===== config.mk =====
export PLATFORM = sky130hd
export DESIGN_NAME = uart_tx_sched
export DESIGN_NICKNAME = d
export VERILOG_FILES = /design/src/rtl/uart_tx_sched.sv
export SDC_FILE = /design/constraint.sdc
export NUM_CORES = 1
export LEC_CHECK = 0
export CAP_MARGIN = 20
export CORE_UTILIZATION = 52
export DETAILED_ROUTE_END_ITERATION = 12
export PLACE_DENSITY_LB_ADDON = 0.12
export SETUP_SLACK_MARGIN = 0.02
export SYNTH_ARGS = -nofsm -noshare
export SYNTH_HDL_FRONTEND = slang
export SYNTH_SLANG_ARGS = --single-unit
export TNS_END_PERCENT = 5

===== constraint.sdc =====
create_clock -name clk_50m -period 3.5 [get_ports clk_50m]
set_clock_uncertainty 0.05 [all_clocks]
set_input_delay 0.525 -clock clk_50m [delete_from_list [all_inputs] [get_ports clk_50m]]
set_output_delay 0.525 -clock clk_50m [all_outputs]
set_load 0.02 [all_outputs]

===== src/rtl/uart_tx_sched.sv =====
// Two-requester round-robin UART transmit scheduler; serialises the granted byte as 8N1
// using bit timing taken from a synchronous 16x oversample square wave.
module uart_tx_sched #(
   parameter int unsigned DATA_BITS  = 8,
   parameter int unsigned OVERSAMPLE = 16
) (
   input  logic                 clk_50m,
   input  logic                 rst,
   input  logic                 uart_clk16,
   input  logic                 req0,
   input  logic                 req1,
   input  logic [DATA_BITS-1:0] data0,
   input  logic [DATA_BITS-1:0] data1,
   output logic                 ack0,
   output logic                 ack1,
   output logic                 txd,
   output logic                 busy,
   output logic                 grant_id,
   output logic                 done
);

   localparam int unsigned OS_W  = (OVERSAMPLE > 1) ? $clog2(OVERSAMPLE) : 1;
   localparam int unsigned BIT_W = (DATA_BITS > 1) ? $clog2(DATA_BITS) : 1;
   localparam logic [OS_W-1:0]  OS_LAST  = OS_W'(OVERSAMPLE - 1);
   localparam logic [BIT_W-1:0] BIT_LAST = BIT_W'(DATA_BITS - 1);

   typedef enum logic [1:0] {S_IDLE, S_START, S_DATA, S_STOP} state_t;

   state_t               state_q, state_d;
   logic                 clk16_q, clk16_d;
   logic [OS_W-1:0]      os_q, os_d;
   logic [BIT_W-1:0]     bitcnt_q, bitcnt_d;
   logic [DATA_BITS-1:0] shreg_q, shreg_d;
   logic                 last_q, last_d;
   logic                 grant_id_q, grant_id_d;
   logic                 ack0_q, ack0_d;
   logic                 ack1_q, ack1_d;
   logic                 txd_q, txd_d;
   logic                 busy_q, busy_d;
   logic                 done_q, done_d;
   logic                 tick;
   logic                 bit_end;
   logic                 grant_sel;

   // Rising edge of the oversample clock; clk16_q resets high so release never fakes a tick.
   assign tick    = uart_clk16 & ~clk16_q;
   assign bit_end = tick && (os_q == OS_LAST);

   always_comb begin
      state_d    = state_q;
      clk16_d    = uart_clk16;
      os_d       = os_q;
      bitcnt_d   = bitcnt_q;
      shreg_d    = shreg_q;
      last_d     = last_q;
      grant_id_d = grant_id_q;
      ack0_d     = 1'b0;
      ack1_d     = 1'b0;
      done_d     = 1'b0;
      grant_sel  = 1'b0;

      if (tick) begin
         os_d = (os_q == OS_LAST) ? '0 : os_q + 1'b1;
      end

      unique case (state_q)
         S_IDLE: begin
            if (req0 || req1) begin
               // On a tie, serve whoever did not own the previous frame.
               grant_sel  = (req0 && req1) ? ~last_q : req1;
               ack0_d     = ~grant_sel;
               ack1_d     = grant_sel;
               shreg_d    = grant_sel ? data1 : data0;
               grant_id_d = grant_sel;
               last_d     = grant_sel;
               os_d       = '0;
               state_d    = S_START;
            end
         end
         S_START: begin
            if (bit_end) begin
               bitcnt_d = '0;
               state_d  = S_DATA;
            end
         end
         S_DATA: begin
            if (bit_end) begin
               shreg_d = shreg_q >> 1;
               if (bitcnt_q == BIT_LAST) begin
                  state_d = S_STOP;
               end else begin
                  bitcnt_d = bitcnt_q + 1'b1;
               end
            end
         end
         S_STOP: begin
            if (bit_end) begin
               done_d  = 1'b1;
               state_d = S_IDLE;
            end
         end
         default: state_d = S_IDLE;
      endcase

      // Line and busy are registered from the next state so they align with ack and done.
      unique case (state_d)
         S_START: txd_d = 1'b0;
         S_DATA:  txd_d = shreg_d[0];
         default: txd_d = 1'b1;
      endcase
      busy_d = (state_d != S_IDLE);
   end

   always_ff @(posedge clk_50m) begin
      if (rst) begin
         state_q    <= S_IDLE;
         clk16_q    <= 1'b1;
         os_q       <= '0;
         bitcnt_q   <= '0;
         shreg_q    <= '0;
         last_q     <= 1'b1;
         grant_id_q <= 1'b0;
         ack0_q     <= 1'b0;
         ack1_q     <= 1'b0;
         txd_q      <= 1'b1;
         busy_q     <= 1'b0;
         done_q     <= 1'b0;
      end else begin
         state_q    <= state_d;
         clk16_q    <= clk16_d;
         os_q       <= os_d;
         bitcnt_q   <= bitcnt_d;
         shreg_q    <= shreg_d;
         last_q     <= last_d;
         grant_id_q <= grant_id_d;
         ack0_q     <= ack0_d;
         ack1_q     <= ack1_d;
         txd_q      <= txd_d;
         busy_q     <= busy_d;
         done_q     <= done_d;
      end
   end

   assign ack0     = ack0_q;
   assign ack1     = ack1_q;
   assign txd      = txd_q;
   assign busy     = busy_q;
   assign grant_id = grant_id_q;
   assign done     = done_q;

endmodule


==> results.txt <==
The top fanout value on the critical path is 14. For this configuration, the core starts out at a cell density of 0.5783. The count of buffers from port buffering is 26. The worst slew slack as a fraction of its limit came out at 0.4004. Among all flip-flop cells after synthesis, the most frequent one is dfxtp_1. Clock-pin slew was measured on the worst setup and hold paths at 0.15 ns. The pin count of the biggest net entering global routing came out at 25. The signal on the critical path passes through clkdlybuf4s50_1, o21ai_1, o21ai_0, a21oi_1, a31oi_1.

The fraction of layout instances using a drive strength above 1 came out at 0.08228. The sum of overflow across all layers after global routing came out at 0. Registers take 500.5 sq um. The detailed placement HPWL is 1764 um. The power per cell area is 369.9 nW/um^2. The highest achievable clock rate came out at 0.4284 GHz. After detailed routing, the average wire length per cell comes to 13.23 um. The critical path is of the input pin to register type. Buffers inserted to repair hold after CTS numbered 0. Using the TritonRoute via totals, the vias-per-cell ratio works out to roughly 5.9.

By area the synthesized netlist is led by dfxtp_1 42%, nand2_1 7.9%, a31oi_1 4.2%, nor2_1 4.1%, a32o_1 3.4%. The final hold violation count is 0. Of all cell types, the one taking the most synthesized area is dfxtp_1. The area used by multi-input combinational logic came out at 641.9 sq um. The post-route clock period utilization is 0.6669. The initial antenna violation count was 0.

The placement row count is 16. In the final design database the tool counted 183 nets. STA classifies the critical path startpoint as an input pin. Setup repair after global routing left no endpoint under its margin. The via count is 1084. The highest cell delay on the worst timing path is 0.81 ns. For this run, design rule violations remaining after detail routing come to 0. The tool flagged a number of max-cap violations equal to 0. For this design the top-level I/O count stands at 27. The number of clock sinks is 25.

The clock period minus worst slack is 2.334 ns. Summing every instance area after synthesis gives 1192 sq um. The global-route wire length before repair came out at between 3000 and 4000 um.

Across every metal layer, demand over resource in global routing totals 0.2043. The number of warnings reported in the yosys synthesis log came out at 0. The path category of the worst min-delay check is register to register. The flow ran to the end, and the final reports show no timing, DRC or antenna violations. Post-CTS timing repair inserted 0 buffers for setup. The number of pins exceeding their max-slew limit in the final report is 0.

The cell type group with the largest total delay on the critical path is compound AO/OA/AOI/OAI gates. The utilization after layout is 0.7112. The worst vdd rail ir drop is 0.3425 mV. The total of cells resized after clock tree synthesis is 0. The via count of the first global-routing pass came to about 950. Synthesis produced 136 cells. The aggregate negative setup slack is 0 ns.

The share of the Yosys chip area taken by registers is 0.4197. Setup violations remaining at the end of the flow were counted as 0. The post-synth net total came out at between 150 and 200.

The root buffer cell is clkbuf_4. Buffers inserted during clock tree synthesis total 3. The final RePlAce weighted congestion is approximately 0.77.

Together, buffers and inverters on the worst path number 1. CTS built an H-tree with a depth of 1. The die covers 2489 sq um. The area share of the largest cell type after synthesis is 0.4197. The share of flip-flops with an asynchronous set or reset after synthesis came out at 0. The remaining antenna violation count after routing came out at 0. The latest clock arrival within the worst-skew pair came out at roughly 0.33 ns.

The number of detailed-route iterations in the first pass came out at 4. In this run, synthesis produced a sequential element count of 25. The synthesis-to-layout area growth is 22.98%.

For the pin with the worst max-slew slack, the measured transition is 0.8933 ns. STA classifies the critical path endpoint as a register. The width of the chip is 49.89 um. The worst path arrival time is ~2.5 ns. The core outline area is ~2100 sq um. On the critical path, the stage with the largest delay is an instance of o21ai_1. The required arrival time at the worst endpoint is 3.67 ns.

The commonest cells after synthesis are 25 x dfxtp_1, 25 x nand2_1, 13 x nor2_1, 8 x a31oi_1, 7 x nand3_1. The number of library cell types mapped by synthesis came out at 37. The number of synthesized flops with an enable pin came out at 0. The synthesized area per cell came out at ~8.8 sq um. For this design the static power due to leakage is about 0.52 nW. The fill cell total of the finished layout came out at 169. The initial detailed-routing violation count came out at 34. The die outline height is around 50 um. The CTS tree is built.

The wire length reported by the detailed router is 2447 um. The antenna diode count came out at 0. The maximum clock path buffer count is 2.
[cell families after synthesis]
group / Yosys count / synth area share
AOI/OAI and AO/OA: 28 / 0.1752
xor gates and xnor gates: 4 / 0.02939
adders and majority gates: 3 / 0.03148
buffers and inverters: 8 / 0.04197
DFF: 25 / 0.4197
muxes: 3 / 0.02518
and+or+nand+nor: 65 / 0.2770
[report_power, final]
| part | total, mW | switching, mW | internal (mW) |
|---|---|---|---|
| combinational | 0.0971 | 0.0451 | 0.0520 |
| sequential | 0.311 | 0.0109 | 0.300 |
| clock | 0.135 | 0.0910 | 0.0438 |
| total | 0.542 | 0.147 | 0.395 |
[state kept, by name, indices dropped and copies added (netlist names)]
register,cells
ack0,1
ack1,1
bitcnt_q,3
busy,1
clk16_q,1
done,1
grant_id,1
last_q,1
os_q,4
shreg_q,8
state_q,2
txd,1
[worst register-to-register path, delay by kind of cell, from the launching register on]
kind | cells | cell delay, ns
and+or+nand+nor | 1 | 0.13
DFF | 1 | 0.61
AOI/OAI and AO/OA | 4 | 1.02
[per-layer routing]
metal	GRT usage	up-vias	part of all wire
met4	0.07143	0	0.016
met5	0	-	0
li1	-	536	-
met3	0.04630	8	0.045
met1	0.2600	509	0.45
met2	0.3356	31	0.48
[path summary, 6_finish.rpt]
check / start / endpoint / slack (ns) / depth (start not counted)
worst max-delay path: req0 / txd / 1.17 / 5
worst min-delay path: shreg_q[5] / shreg_q[4] / 0.45 / 2
worst max register to register: state_q[1] / txd / 1.57 / 5
worst min register to register: shreg_q[5] / shreg_q[4] / 0.45 / 2
[placed cells by master, fill, tap and decap left out, drive strengths merged]
cell            n
a2111oi         1
a211o           1
a21boi          1
a21oi           2
a22oi           2
a311oi          1
a31oi           8
a32o            4
and3            1
and4            2
clkbuf          3
clkdlybuf4s50  26
clkinvlp        1
dfxtp          25
ha              3
mux2i           3
nand2          25
nand2b          3
nand3           7
nand4           2
nand4b          1
nor2           14
nor2b           2
nor3            4
nor3b           1
nor4            1
o21a            1
o21ai           5
o221ai          1
o31a            1
or2             1
or3             1
xnor2           1
xor2            3
[per-stage QoR]
step	std cells	hold WS [ns]	power (mW)	worst slack, ns	cell area, sq um
after global routing	185	0.4609	0.5667	1.045	1466
after CTS	185	0.4451	0.5472	1.211	1466
final	185	0.4470	0.5425	1.166	1466
after floorplan	136	0.4055	0.3727	1.850	1192
after detailed placement	181	0.4255	0.4137	0.8405	1436
after global placement	181	0.4154	0.4108	0.9150	1436
[area by class of cell]
cell class	instances	share of cell area
clock buffers	3	0.01536
clock inverters	1	0.005119
flip-flops and latches	25	0.3413
repair buffers	26	0.1775
well taps	27	0.02304
multi-input cells	103	0.4377
Note: power is estimated with default switching activity, not from simulation.
